===== config.mk =====
export PLATFORM = sky130hd
export DESIGN_NAME = uart_tx_fifo_param_flat
export DESIGN_NICKNAME = d
export VERILOG_FILES = /design/src/rtl/uart_tx_fifo_param_if.sv /design/src/rtl/uart_tx_fifo_param.sv /design/src/flat_wrapper.sv
export SDC_FILE = /design/constraint.sdc
export NUM_CORES = 1
export LEC_CHECK = 0
export ABC_AREA = 1
export CAP_MARGIN = 30
export CORE_ASPECT_RATIO = 1.25
export CORE_MARGIN = 2
export CORE_UTILIZATION = 59
export DETAILED_ROUTE_END_ITERATION = 7
export HOLD_SLACK_MARGIN = 0.12
export PLACE_DENSITY_LB_ADDON = 0.15
export SYNTH_ARGS = -nofsm -noshare
export SYNTH_HDL_FRONTEND = slang
export SYNTH_SLANG_ARGS = --single-unit

===== constraint.sdc =====
create_clock -name clk -period 3.6 [get_ports clk]
set_clock_uncertainty 0.2 [all_clocks]
set_input_delay 0.54 -clock clk [delete_from_list [all_inputs] [get_ports clk]]
set_output_delay 0.54 -clock clk [all_outputs]
set_load 0.05 [all_outputs]

===== src/rtl/uart_tx_fifo_param_if.sv =====
// Valid/ready handshake carrying words into the UART transmitter FIFO.
interface uart_tx_fifo_param_if #(
  parameter int DATA_BITS = 8
) ();
  logic [DATA_BITS-1:0] s_data;
  logic                 s_valid;
  logic                 s_ready;

  modport master (output s_data, output s_valid, input s_ready);
  modport slave  (input s_data, input s_valid, output s_ready);
endinterface


===== src/rtl/uart_tx_fifo_param.sv =====
// Parametrised UART transmitter with an input FIFO. Frames go out LSB-first:
// start, data, optional parity, one or two stop bits.
module uart_tx_fifo_param #(
  parameter int CLKS_PER_BIT = 100,
  parameter int DATA_BITS    = 8,
  parameter int PARITY       = 0,
  parameter int STOP_BITS    = 1,
  parameter int FIFO_DEPTH   = 4
) (
  input  logic                          clk,
  input  logic                          rst_n,
  uart_tx_fifo_param_if.slave           s,
  output logic                          tx,
  output logic                          busy,
  output logic [$clog2(FIFO_DEPTH):0]   fifo_cnt
);

  localparam int CW = $clog2(CLKS_PER_BIT);
  localparam int AW = $clog2(FIFO_DEPTH);
  localparam int NW = AW + 1;

  if (CLKS_PER_BIT < 2) begin : gBadCpb
    $error("uart_tx_fifo_param: CLKS_PER_BIT must be >= 2");
  end
  if (DATA_BITS < 5 || DATA_BITS > 9) begin : gBadDataBits
    $error("uart_tx_fifo_param: DATA_BITS must be 5..9");
  end
  if (PARITY < 0 || PARITY > 2) begin : gBadParity
    $error("uart_tx_fifo_param: PARITY must be 0, 1 or 2");
  end
  if (STOP_BITS < 1 || STOP_BITS > 2) begin : gBadStop
    $error("uart_tx_fifo_param: STOP_BITS must be 1 or 2");
  end
  if (FIFO_DEPTH < 2 || (FIFO_DEPTH & (FIFO_DEPTH - 1)) != 0) begin : gBadDepth
    $error("uart_tx_fifo_param: FIFO_DEPTH must be a power of 2, >= 2");
  end

  typedef enum logic [2:0] {IDLE, START, DATA, PAR, STOP} state_e;

  state_e               state_q, state_d;
  logic [CW-1:0]        cycCnt_q, cycCnt_d;
  logic [3:0]           bitIdx_q, bitIdx_d;
  logic [DATA_BITS-1:0] shiftReg_q, shiftReg_d;
  logic                 parity_q, parity_d;
  logic [DATA_BITS-1:0] mem_q [FIFO_DEPTH];
  logic [AW-1:0]        wrPtr_q, rdPtr_q;
  logic [NW-1:0]        cnt_q, cnt_d;
  logic                 ready_q, tx_q, tx_d, busy_q;
  logic                 push, pop, lastCyc, fifoHasData;
  logic [DATA_BITS-1:0] headWord;

  assign push        = s.s_valid && ready_q;
  assign lastCyc     = (cycCnt_q == CW'(CLKS_PER_BIT - 1));
  assign fifoHasData = (cnt_q != '0);
  assign headWord    = mem_q[rdPtr_q];

  // Pop happens from IDLE or on the final stop cycle so frames run back-to-back.
  always_comb begin
    state_d    = state_q;
    cycCnt_d   = lastCyc ? '0 : cycCnt_q + CW'(1);
    bitIdx_d   = bitIdx_q;
    shiftReg_d = shiftReg_q;
    parity_d   = parity_q;
    pop        = 1'b0;
    case (state_q)
      IDLE: begin
        cycCnt_d = '0;
        bitIdx_d = '0;
        if (fifoHasData) begin
          pop     = 1'b1;
          state_d = START;
        end
      end
      START: begin
        if (lastCyc) begin
          state_d  = DATA;
          bitIdx_d = '0;
        end
      end
      DATA: begin
        if (lastCyc) begin
          shiftReg_d = shiftReg_q >> 1;
          if (bitIdx_q == 4'(DATA_BITS - 1)) begin
            bitIdx_d = '0;
            state_d  = (PARITY != 0) ? PAR : STOP;
          end else begin
            bitIdx_d = bitIdx_q + 4'd1;
          end
        end
      end
      PAR: begin
        if (lastCyc) begin
          state_d  = STOP;
          bitIdx_d = '0;
        end
      end
      STOP: begin
        if (lastCyc) begin
          if (bitIdx_q == 4'(STOP_BITS - 1)) begin
            bitIdx_d = '0;
            if (fifoHasData) begin
              pop     = 1'b1;
              state_d = START;
            end else begin
              state_d = IDLE;
            end
          end else begin
            bitIdx_d = bitIdx_q + 4'd1;
          end
        end
      end
      default: state_d = IDLE;
    endcase
    if (pop) begin
      shiftReg_d = headWord;
      parity_d   = (PARITY == 2) ? ~^headWord : ^headWord;
    end
  end

  always_comb begin
    cnt_d = cnt_q;
    case ({push, pop})
      2'b10:   cnt_d = cnt_q + NW'(1);
      2'b01:   cnt_d = cnt_q - NW'(1);
      default: cnt_d = cnt_q;
    endcase
  end

  // Line level follows the state one cycle later, giving the two-edge push-to-start latency.
  always_comb begin
    tx_d = 1'b1;
    case (state_q)
      START:   tx_d = 1'b0;
      DATA:    tx_d = shiftReg_q[0];
      PAR:     tx_d = parity_q;
      default: tx_d = 1'b1;
    endcase
  end

  always_ff @(posedge clk) begin
    if (!rst_n) begin
      state_q    <= IDLE;
      cycCnt_q   <= '0;
      bitIdx_q   <= '0;
      shiftReg_q <= '0;
      parity_q   <= 1'b0;
      wrPtr_q    <= '0;
      rdPtr_q    <= '0;
      cnt_q      <= '0;
      ready_q    <= 1'b0;
      tx_q       <= 1'b1;
      busy_q     <= 1'b0;
    end else begin
      state_q    <= state_d;
      cycCnt_q   <= cycCnt_d;
      bitIdx_q   <= bitIdx_d;
      shiftReg_q <= shiftReg_d;
      parity_q   <= parity_d;
      if (push) wrPtr_q <= wrPtr_q + AW'(1);
      if (pop)  rdPtr_q <= rdPtr_q + AW'(1);
      cnt_q      <= cnt_d;
      ready_q    <= (cnt_d != NW'(FIFO_DEPTH));
      tx_q       <= tx_d;
      busy_q     <= (state_q != IDLE);
    end
  end

  always_ff @(posedge clk) begin
    if (push) mem_q[wrPtr_q] <= s.s_data;
  end

  assign s.s_ready = ready_q;
  assign tx        = tx_q;
  assign busy      = busy_q;
  assign fifo_cnt  = cnt_q;

endmodule

===== src/flat_wrapper.sv =====
// flat-port wrapper written by rule: the top's interface ports become plain ports
module uart_tx_fifo_param_flat 
#(
  parameter int CLKS_PER_BIT = 100,
  parameter int DATA_BITS    = 8,
  parameter int PARITY       = 0,
  parameter int STOP_BITS    = 1,
  parameter int FIFO_DEPTH   = 4
)
  (clk, rst_n, tx, busy, fifo_cnt, s_s_data, s_s_valid, s_s_ready);
  uart_tx_fifo_param_if #(.DATA_BITS(DATA_BITS)) s_i ();
  input  logic clk;
  input  logic rst_n;
  output logic tx;
  output logic busy;
  output logic [$clog2(FIFO_DEPTH):0] fifo_cnt;
  input wire logic [$bits(s_i.s_data)-1:0] s_s_data;
  input wire logic [$bits(s_i.s_valid)-1:0] s_s_valid;
  output wire logic [$bits(s_i.s_ready)-1:0] s_s_ready;
  assign s_i.s_data = s_s_data;
  assign s_i.s_valid = s_s_valid;
  assign s_s_ready = s_i.s_ready;
  uart_tx_fifo_param #(.CLKS_PER_BIT(CLKS_PER_BIT), .DATA_BITS(DATA_BITS), .PARITY(PARITY), .STOP_BITS(STOP_BITS), .FIFO_DEPTH(FIFO_DEPTH)) u_core (.clk(clk), .rst_n(rst_n), .s(s_i), .tx(tx), .busy(busy), .fifo_cnt(fifo_cnt));
endmodule

### Word level (Yosys, flattened, before mapping)

Memories as Yosys holds them, arrays and structs flattened. A register that Yosys moved wholly into a read port is not among the register bits.
Cells that the tools add are included.

* flip-flop bits (word level): 33
* bits in latches: 0
* RAM bits: 32
* ROM bits: 0
* memories kept: 1

* add/sub/neg operators: 6
* $mul: 0
* divide/modulo/power cells: 0
* magnitude comparators: 0
* equal/unequal tests: 17
* shift-type cells: 0
* mux-type cells: 28
* bitwise logic cells: 1
* reductions and logical operators: 14

Memory list
* u_core.mem_q: words 4, bits a word 8, rd ports 1, clocked after memory_dff 1, write ports 1, RTL line uart_tx_fifo_param.sv:45 `logic [DATA_BITS-1:0] mem_q [FIFO_DEPTH];`

Operators with widths (count)
* $mux 8: 3
* $mux 3: 7
* $mux 4: 5
* $ne 2x1->1 const B: 8
* $pmux 4 s4: 1
* $pmux 3 s5: 1
* $reduce_xor 8->1: 1
* $add 7x1->7 const B: 1
* $eq 7x7->1 const B: 1
* $reduce_and 7->1: 1
* $eq 3x2->1 const B: 2
* $mux 1: 6
* $pmux 3 s2: 1
* $reduce_bool 3->1: 2
* $add 2x1->2 const B: 2
* $add 4x1->4 const B: 1
* $eq 4x3->1 const B: 1
* $logic_not 4->1: 1
* $mux 2: 2
* $reduce_and 4->1: 1
* $reduce_bool 2->1: 2
* $reduce_bool 4->1: 1
* $add 3x1->3 const B: 1
* $eq 3x1->1 const B: 1
* other kinds (13): 13

### Longest topological paths before layout

Gate-level depths: netlist (run 1).

* word-level depth: 8
* gate-level depth with buffers: 16
* depth with buffers taken out: 15

### Least setup slack after synthesis (run 1)

Ideal clock, no wire load.

* path kind: register to register
* from: register u_core.cnt_q[1] (netlist: u_core.fifo_cnt[1])
* to: register u_core.ready_q (netlist: u_core.s.s_ready)
* arrival: 2.358 ns
* required time: 3.273 ns
* slack: 0.915 ns
* cell stages (with the launch flop): 13
* clock period less this slack: 2.685 ns
* cells stage by stage: dfxtp_1 nor3_1 nor3_1 nand3_1 nand2_4 buf_12 ha_1 inv_1 fa_1 a21oi_1 o21ai_0 xor2_1 a31oi_1

* word-level cells in the longest chain between the ends: 8

Ends and longest elaborated chain
* from (decl): RTL line uart_tx_fifo_param.sv:47 `logic [NW-1:0] cnt_q, cnt_d;`
* from (signal assigned): RTL line uart_tx_fifo_param.sv:161 `cnt_q <= cnt_d;`
* $reduce_bool 3->1: RTL line uart_tx_fifo_param.sv:54 `assign fifoHasData = (cnt_q != '0);`
* $mux 1: RTL line uart_tx_fifo_param.sv:69, uart_tx_fifo_param.sv:101
* $mux 1: RTL line uart_tx_fifo_param.sv:99 `if (bitIdx_q == 4'(STOP_BITS - 1)) begin`
* $mux 1: RTL line uart_tx_fifo_param.sv:98 `if (lastCyc) begin`
* $pmux 1 s2: RTL line uart_tx_fifo_param.sv:65 `case (state_q)`
* $eq 2x1->1 / $eq 2x2->1 (equally long branches): RTL line uart_tx_fifo_param.sv:122 `case ({push, pop})`
* $pmux 3 s2 (*): RTL line uart_tx_fifo_param.sv:122
* $ne 3x3->1 (*): RTL line uart_tx_fifo_param.sv:162 `ready_q <= (cnt_d != NW'(FIFO_DEPTH));`
* to (signal assigned): RTL line uart_tx_fifo_param.sv:162
* to (decl): RTL line uart_tx_fifo_param.sv:48 `logic ready_q, tx_q, tx_d, busy_q;`

Mark *: on every way between the ends. The rest lies on a longest branch, timed or not.
A chain may end at the register's enable or synchronous reset.

### Worst setup path in the final report (run 1)

* from: register u_core.cycCnt_q[0]
* to: register u_core.ready_q (netlist: u_core.s.s_ready)

* word-level cells in the longest chain between the ends: 6

Ends and longest elaborated chain
* from (decl): RTL line uart_tx_fifo_param.sv:41 `logic [CW-1:0] cycCnt_q, cycCnt_d;`
* from (signal assigned): RTL line uart_tx_fifo_param.sv:155 `cycCnt_q <= cycCnt_d;`
* $eq 7x7->1 (*): RTL line uart_tx_fifo_param.sv:53 `assign lastCyc = (cycCnt_q == CW'(CLKS_PER_BIT - 1));`
* $mux 1 (*): RTL line uart_tx_fifo_param.sv:98
* $pmux 1 s2 (*): RTL line uart_tx_fifo_param.sv:65
* $eq 2x1->1 / $eq 2x2->1 (equally long branches): RTL line uart_tx_fifo_param.sv:122
* $pmux 3 s2 (*): RTL line uart_tx_fifo_param.sv:122
* $ne 3x3->1 (*): RTL line uart_tx_fifo_param.sv:162

Marked as above.

==> metrics.md, run 1 <==
| Metric | Value |
|---|---|
| Status | `complete, no violations` |
| Final Cycle Share | `82.0%` |
| Hold Crit Class | `reg2reg` |
| Routing usage on met2 | `between 30% and 40%` |
| Hold Path End | `u_core.cycCnt_q[0]` |
| # setup viols final | `0` |
| Starting Density | `62.0%` |
| Reg2reg setup slack | `around 650 ps` |
| Num rows | `29` |
| RSZ-0062 raised after global routing | `false` |
| Fillers | `405` |
| Most common cell after layout, fill and taps aside | `nand2_1` |
| Slowest CP cell | `fa_1` |
| CP peak stage delay | `around 400 ps` |
| Worst-Skew Late Latency | `340 ps` |
| Worst r2r src | `u_core.cycCnt_q[0]` |
| WL final | `5.91 mm` |
| Mapped Cells | `about 390` |
| Routing usage on met3 | `under 10%` |
| Data required time of the worst path | `3620 ps` |
| DRT antenna net count | `0` |
| Syn Std Cell Area | `roughly 0.0032 sq mm` |
| TritonCTS clock tree | `built` |
| Die area | `0.00598 sq mm` |
| Post-synthesis sequential area ratio | `52.4%` |
| Power per cell area | `780 mW/mm^2` |
| Num CTS Buffers | `9` |
| Clock sink count | `67` |
| GRT Util Overall | `21.9%` |
| Largest cells by area after synthesis | `edfxtp_1, dfxtp_1, nand2_1` |
| MaxCap Viol Count | `0` |
| Boundary pin count | `17` |
| Share of layout cells above drive strength 1 | `8.05%` |
| Family with the most delay on the worst path | `adder cells` |
| RR Endpoint | `u_core.s.s_ready` |
| Global route total overflow | `0` |
| 1st-iter DRT viols | `174` |
| Initial antenna violation count | `0` |
| Power, Total | `about 2.8 mW` |
| Die X | `69.6 um` |
| Worst Path Arrival | `2970 ps` |
| Slew HR | `roughly 45%` |
| N_diodes | `0` |
| H-tree depth | `3` |
| Max-slew violation count | `0` |
| Buffers on Ports | `16` |
| TritonRoute pass-1 iters | `4` |
| Via density | `5.17` |
| Hold Vio Cnt, Final | `0` |
| Clock Path Buffers | `2` |
| Worst r2r path cells | `14` |
| Final #Nets | `425` |
| Seq cells post-synth | `67` |
| DRC viols | `0` |
| Most frequent cells in the layout | `nand2_1, inv_1, nor2_1` |
| Die Ht | `86.0 um` |
| Largest net degree at the start of global routing | `19` |
| Wirelength per Cell | `around 13 um` |
| CP Launch Type | `register` |
| CP endpoint kind | `register` |
| Clk slew on worst S/H paths | `70 ps` |
| Total core area | `0.00512 sq mm` |
| Detailed placer's ending HPWL | `~4 mm` |
| Crit path time final | `2950 ps` |
| Gates resized, CTS repair | `0` |
| Avg Cell Area, Syn | `8.24 sq um` |
| CP Class | `reg2reg` |
| Placer Congestion | `0.771` |
| Fmax | `339 MHz` |
| Hold Crit Start | `u_core.cycCnt_q[0]` |
| Cell mode on critical path | `inv_1` |
| Via count | `2439` |
| CP Buf/Inv Count | `3` |
| Syn nets | `around 410` |
| Vias in the first global route | `2392` |
| Peak VDD IR | `between 0.6 and 0.7 mV` |
| Worst Hold Depth | `1` |
| CTS root buffer | `clkbuf_8` |
| LEAKAGE | `1.55 nW` |
| Slew @ Worst Pin | `821 ps` |
| Distinct cells, synth | `36` |
| Most Used Layer, Global Route | `met2` |
| Total Neg Setup Slack | `0 ps` |
| # hold bufs at CTS | `0` |
| First-pass GRT wire length | `10.2 mm` |
| Area growth syn-to-layout | `13.6%` |
| GR Layer Usage met1 | `approximately 25%` |
| CP cell instances | `ha_1, inv_1, nor2_2, nand4_2, inv_1, nand3_1, nand2_4, ha_1, inv_1, fa_1, a21oi_1, o21ai_0, xor2_1, a31oi_1` |
| Yosys top cell by area | `edfxtp_1` |
| Synth top area share | `30.3%` |
| Synth Warn # | `0` |
| Setup bufs post-CTS | `0` |
| Worst-path fanout max | `16` |
worst max-delay path by stage:
| stage | slack, ps | depth (start not counted) | end | from |
|---|---|---|---|---|
| 2_1_floorplan | 920 | 12 | u_core.s.s_ready | u_core.fifo_cnt[1] |
| 3_3_place_gp | 870 | 14 | u_core.s.s_ready | u_core.cycCnt_q[0] |
| 3_5_place_dp | 740 | 14 | u_core.s.s_ready | u_core.cycCnt_q[0] |
| 4_1_cts | 660 | 14 | u_core.s.s_ready | u_core.cycCnt_q[0] |
| 5_1_grt | 360 | 15 | u_core.fifo_cnt[2] | u_core.cycCnt_q[0] |
| 6_report | 650 | 14 | u_core.s.s_ready | u_core.cycCnt_q[0] |
registers in the layout, indices dropped and copies added (netlist names), named ones only:
| register | count |
|---|---|
| u_core.shiftReg_q | 8 |
| u_core.rdPtr_q | 2 |
| u_core.cycCnt_q | 7 |
| u_core.busy | 1 |
| u_core.wrPtr_q | 2 |
| u_core.fifo_cnt | 3 |
| u_core.tx | 1 |
| u_core.state_q | 3 |
| u_core.parity_q | 1 |
| u_core.s.s_ready | 1 |
| u_core.bitIdx_q | 4 |
| u_core.mem_q | 32 |
per-stage QoR:
| step | instances | setup WS (ps) | util, % | instance area [sq um] | hold WS (ps) |
|---|---|---|---|---|---|
| floorplan | 385 | 915 | - | 3170 | 218 |
| global placement | 456 | 867 | 65.5 | 3350 | 230 |
| detailed placement | 456 | 737 | 65.5 | 3350 | 240 |
| CTS | 472 | 659 | 70.4 | 3600 | 250 |
| global route | 472 | 365 | 70.4 | 3600 | 274 |
| finish | 472 | 649 | 70.4 | 3600 | 249 |
power by group:
part | switching (mW) | internal (mW)
clock | 0.277 | 0.494
sequential | 0.0964 | 0.934
combinational | 0.672 | 0.337
total | 1.05 | 1.77
cell usage after synthesis (all sizes together):
cell type and count:
clkinv 1, a21oi 19, o211a 1, nand3 27
nor3 5, buf 8, and3 1, o22a 1
fa 1, o211ai 2, nor3b 2, nand4 1
a31oi 2, nor2 41, or2 2, inv 50
nand2 128, a211oi 2, ha 8, xor2 3
dfxtp 35, o21ai 13, edfxtp 32
final cells by class:
cell class	count	area, sq um	share of cell area [%]
repair buffers	17	168	4.65
well taps	62	77.6	2.15
inverters	51	194	5.38
clock inverters	5	98.8	2.74
flip-flops and latches	67	1660	46.1
clock buffers	11	151	4.20
multi-input cells	259	1250	34.8
routing by layer:
layer | vias to the layer above | share of wire [%] | wire length, um
li1 | 1267 | - | -
met2 | 42 | 50 | 2970
met3 | 11 | 3.7 | 216
met5 | - | 0 | 0
met1 | 1119 | 44 | 2610
met4 | 0 | 1.9 | 110
kinds of logic (layout without fill, tap and decap cells):
logic type,Yosys count,after routing,share of synthesized area (%)
buffers and inverters,59,84,8.16
and+or+nand+nor,207,207,27.8
adders and majority gates,9,9,3.79
AOI/OAI and AO/OA,40,40,7.10
DFF,67,67,52.4
xor gates and xnor gates,3,3,0.828
(Power assumes the default switching activity.)
==> inputs of run 2 (changes only) <==
- CORE_UTILIZATION: 59 -> 53
- clock period: 3.6 -> 2.65 ns (I/O delays scaled with it)
==> metrics.md, run 2 (synthesized netlist as in run 1, its figures left out) <==
| Metric | Value |
|---|---|
| Hold Crit Start | `u_core.rdPtr_q[1]` |
| Largest net degree at the start of global routing | `18` |
| Initial antenna violation count | `0` |
| Boundary pin count | `17` |
| # setup viols final | `0` |
| RR Endpoint | `u_core.fifo_cnt[2]` |
| Hold Crit Class | `reg2reg` |
| MaxCap Viol Count | `0` |
| Num rows | `31` |
| 1st-iter DRT viols | `approximately 130` |
| First-pass GRT wire length | `11.0 mm` |
| Peak VDD IR | `0.782 mV` |
| Die X | `73.2 um` |
| Family with the most delay on the worst path | `adder cells` |
| Share of layout cells above drive strength 1 | `15.1%` |
| LEAKAGE | `1.61 nW` |
| Crit path time final | `2500 ps` |
| Via density | `5.12` |
| H-tree depth | `3` |
| CP cell instances | `ha_4, inv_1, nor2_2, nand4_2, inv_2, nand3_4, nand2_4, ha_4, inv_2, fa_2, a21oi_2, o21ai_2, xor2_1, inv_1, nor2_2` |
| Global route total overflow | `0` |
| CP Class | `reg2reg` |
| Worst Hold Depth | `2` |
| Most common cell after layout, fill and taps aside | `nand2_1` |
| Worst-Skew Late Latency | `340 ps` |
| Placer Congestion | `0.822` |
| Die area | `0.00663 sq mm` |
| Data required time of the worst path | `2720 ps` |
| Final #Nets | `440` |
| Most frequent cells in the layout | `nand2_1, inv_1, nor2_1` |
| Area growth syn-to-layout | `18.2%` |
| Total core area | `0.00578 sq mm` |
| CP Launch Type | `register` |
| DRT antenna net count | `0` |
| Via count | `between 2000 and 3000` |
| TritonRoute pass-1 iters | `4` |
| Buffers on Ports | `16` |
| Worst-path fanout max | `3` |
| Max reg flops | `32` |
| Max-slew violation count | `0` |
| Hold Vio Cnt, Final | `0` |
| Clk slew on worst S/H paths | `roughly 70 ps` |
| Die Ht | `90.5 um` |
| CP peak stage delay | `between 300 and 400 ps` |
| GRT Util Overall | `21.6%` |
| Regs by FF count | `u_core.mem_q: 32 flops, u_core.shiftReg_q: 8 flops, u_core.cycCnt_q: 7 flops` |
| Finished Layout Cells | `491` |
| Num CTS Buffers | `9` |
| DRC viols | `0` |
| Reg2reg setup slack | `150 ps` |
| WL final | `6.44 mm` |
| DP Area | `0.00344 sq mm` |
| Fin Hold WS | `roughly 270 ps` |
| TritonCTS clock tree | `built` |
| Final Cycle Share | `between 90 and 100%` |
| Starting Density | `54.9%` |
| Power per cell area | `1020 mW/mm^2` |
| Clock Path Buffers | `2` |
| Wirelength per Cell | `13.1 um` |
| Pre-CTS WS | `9.82 ps` |
| Fin worst setup slack | `154 ps` |
| Slew HR | `a little under two thirds` |
| CP Buf/Inv Count | `4` |
| Worst r2r src | `u_core.cycCnt_q[0]` |
| Vias in the first global route | `roughly 2500` |
| Slowest CP cell | `dfxtp_2` |
| Slew @ Worst Pin | `543 ps` |
| Worst r2r path cells | `15` |
| Status | `complete, no violations` |
| CTS root buffer | `clkbuf_8` |
| CP endpoint kind | `register` |
| Worst Path Arrival | `2570 ps` |
| Fmax | `401 MHz` |
| Design area | `~0.0038 sq mm` |
| Clock sink count | `67` |
| Number of instances in the placed design | `470` |
| N_diodes | `0` |
| Detailed placer's ending HPWL | `4.44 mm` |
| Top reg by flops | `u_core.mem_q` |
==> run 2: cell count changes in the layout (fill, tap and decap cells not counted), sizes merged <==
| cell | before | now |
|---|---|---|
| clkbuf | 11 | 15 |
| buf | 1 | 16 |
| bufinv | 3 | 1 |
| clkinv | 3 | 1 |
==> run 2: worst reg2reg max path, stage by stage (launching register included) <==
cell and delay (ps):
dfxtp_2 370, ha_4 150, inv_1 60, nor2_2 140, nand4_2 110, inv_2 110, nand3_4 80, nand2_4 90
ha_4 120, inv_2 50, fa_2 370, a21oi_2 140, o21ai_2 70, xor2_1 190, inv_1 70, nor2_2 110
==> run 2: what timing repair did <==
| action | CTS | global route |
|---|---|---|
| buffers inserted | 0 | 5 |
| endpoints found under the setup margin | 2 | 3 |
| hold buffers | 0 | 0 |
| gates resized for setup | 2 | 18 |
| pin swaps | 0 | 8 |
==> run 2: through the flow <==
stage / setup TNS (ps) / util, % / total power [mW]
detailed placement: 0 / 59.5 / 2.84
global route: -6.66 / 64.9 / 4.12
CTS: 0 / 63.3 / 3.76
finish: 0 / 64.9 / 3.83
floorplan: 0 / - / 2.52
global placement: 0 / 59.5 / 2.80
==> run 2: worst max-delay path by stage <==
stage	from	slack [ps]	endpoint	cells past startpoint
2_1_floorplan	u_core.fifo_cnt[2]	10	u_core.s.s_ready	12
3_3_place_gp	u_core.cycCnt_q[0]	180	u_core.s.s_ready	14
3_5_place_dp	u_core.cycCnt_q[0]	10	u_core.s.s_ready	14
4_1_cts	u_core.cycCnt_q[0]	30	u_core.fifo_cnt[2]	15
5_1_grt	u_core.cycCnt_q[0]	-7	u_core.fifo_cnt[2]	15
6_report	u_core.cycCnt_q[0]	150	u_core.fifo_cnt[2]	15
==> run 2: final cells by class <==
cell class                 instances  area (sq um)
inverter                          51           194
timing repair buffer              32           280
multi-input combinational        259          1310
clock inverter                     1          30.0
clock buffer                      15           188
fill                             457          2030
sequential                        67          1670
tap                               66          82.6
==> run 2: power by group <==
group / total, mW / switching (mW) / internal [mW]
combinational: 1.52 / 0.983 / 0.536
sequential: 1.40 / 0.124 / 1.27
clock: 0.911 / 0.365 / 0.545
total: 3.83 / 1.47 / 2.36
==> run 2: routing by layer <==
layer,vias to the layer above,part of all wire (%),global-route usage (%)
met4,0,2.1,9.10
li1,1300,-,-
met1,1169,42,24.4
met5,-,0,0
met2,33,53,37.8
met3,14,2.8,5.02
==> inputs of run 3 (changes only) <==
- CTS_BUF_LIST: default -> sky130_fd_sc_hd__clkbuf_4 sky130_fd_sc_hd__clkbuf_8 sky130_fd_sc_hd__clkbuf_16
- SKIP_LAST_GASP: default -> 1
==> metrics.md, run 3 (synthesized netlist as in run 1, its figures left out) <==
| Metric | Value |
|---|---|
| Slew HR | `between 60% and 70%` |
| Final Cycle Share | `94.3%` |
| Share of layout cells above drive strength 1 | `15.8%` |
| 1st-iter DRT viols | `115` |
| Fin worst setup slack | `152 ps` |
| Peak VDD IR | `0.783 mV` |
| Crit path time final | `2500 ps` |
| Power, Total | `3.86 mW` |
| # setup viols final | `0` |
| Worst-Skew Late Latency | `340 ps` |
| Via density | `just over 5` |
| Regs by FF count | `u_core.mem_q: 32 flops, u_core.shiftReg_q: 8 flops, u_core.cycCnt_q: 7 flops` |
| Fmax | `around 400 MHz` |
| Die area | `0.00663 sq mm` |
| Reg area | `0.00167 sq mm` |
| Via count | `2518` |
| Area growth syn-to-layout | `18.6%` |
| CP endpoint kind | `register` |
| WL final | `between 6 and 7 mm` |
| Final #Nets | `440` |
| Num rows | `31` |
| Clk slew on worst S/H paths | `approximately 70 ps` |
| Vias in the first global route | `2542` |
| Die X | `approximately 73 um` |
| Area of the multi-input gates | `between 0.001 and 0.0015 sq mm` |
| Slew @ Worst Pin | `522 ps` |
| Largest net degree at the start of global routing | `18` |
| Pre-CTS WS | `9.82 ps` |
| CP Launch Type | `register` |
| CP Class | `reg2reg` |
| Starting Density | `54.9%` |
| Most frequent cells in the layout | `nand2_1, inv_1, nor2_1` |
| Num CTS Buffers | `9` |
| Design area | `0.00376 sq mm` |
| Hold Vio Cnt, Final | `0` |
| Global route total overflow | `0` |
| TritonRoute pass-1 iters | `4` |
| Top reg by flops | `u_core.mem_q` |
| Power per cell area | `1030 mW/mm^2` |
| Total core area | `0.00578 sq mm` |
| Max reg flops | `32` |
| First-pass GRT wire length | `between 10 and 15 mm` |
| Clock Path Buffers | `2` |
| Wirelength per Cell | `13.1 um` |
| DRC viols | `0` |
| Hold Crit Class | `reg2reg` |
| Data required time of the worst path | `2720 ps` |
| MaxCap Viol Count | `0` |
| LEAKAGE | `between 1.5 and 2 nW` |
| Fin Hold WS | `about 270 ps` |
| Worst-path fanout max | `3` |
| DP Area | `0.00344 sq mm` |
| H-tree depth | `3` |
| Max-slew violation count | `0` |
| TritonCTS clock tree | `built` |
| Die Ht | `between 90 and 100 um` |
| Clock sink count | `67` |
| Initial antenna violation count | `0` |
| Finished Layout Cells | `491` |
| GRT Util Overall | `21.6%` |
| DRT antenna net count | `0` |
| Worst Hold Depth | `2` |
| CTS root buffer | `clkbuf_8` |
| Worst r2r path cells | `15` |
| Placer Congestion | `0.822` |
| Buffers on Ports | `16` |
| Fillers | `457` |
| Status | `complete, no violations` |
| Worst Path Arrival | `~2600 ps` |
| N_diodes | `0` |
| Boundary pin count | `17` |
| Detailed placer's ending HPWL | `4.44 mm` |
| Number of instances in the placed design | `470` |
| Most common cell after layout, fill and taps aside | `nand2_1` |
[run 3: power by group]
part           leakage [nW]  total (mW)  internal, mW  switching (mW)
Combinational         0.922        1.52         0.536           0.984
Sequential            0.579        1.40          1.27           0.123
Clock                 0.119       0.942         0.576           0.366
[run 3: worst max-delay path: stages, from the launching register on]
cell     delay, ps
dfxtp_2        370
ha_4           150
inv_1           60
nor2_2         140
nand4_2        110
inv_2          110
nand3_4         80
nand2_4         90
ha_4           120
inv_2           50
fa_2           370
a21oi_2        140
o21ai_2         70
xor2_1         190
inv_1           70
nor2_2         110
[run 3: cell type report]
class                   count  area share, %
multi-input cells         259           34.8
clock inverters             1          0.798
clock buffers              15           5.29
flip-flops and latches     67           44.4
repair buffers             32           7.45
inverters                  51           5.15
well taps                  66           2.19
[run 3: per-stage QoR]
step / setup TNS [ps] / util, %
2_1_floorplan: 0 / -
3_3_place_gp: 0 / 59.5
3_5_place_dp: 0 / 59.5
4_1_cts: 0 / 63.5
5_1_grt: -7.16 / 65.1
6_report: 0 / 65.1
[run 3: worst paths after layout]
| kind | from | end | slack, ps |
|---|---|---|---|
| hold reg to reg | u_core.rdPtr_q[1] | register | 270 |
| hold / removal | u_core.rdPtr_q[1] | register | 270 |
| setup reg to reg | u_core.cycCnt_q[0] | u_core.fifo_cnt[2] | 150 |
| setup / recovery | u_core.cycCnt_q[0] | u_core.fifo_cnt[2] | 150 |
[run 3: metal layers]
| metal | global-route usage (%) | wire length [um] | vias to the layer above |
|---|---|---|---|
| li1 | - | - | 1303 |
| met1 | 24.4 | 2690 | 1165 |
| met4 | 9.10 | 125 | 0 |
| met2 | 37.8 | 3410 | 39 |
| met3 | 5.02 | 205 | 11 |
| met5 | 0 | 0 | - |
[run 3: repair_timing]
action | in CTS | in global routing
endpoints found under the setup margin | 2 | 3
pin swaps | 0 | 8
hold buffers | 0 | 0
gates resized for setup | 2 | 18
buffers inserted | 0 | 5
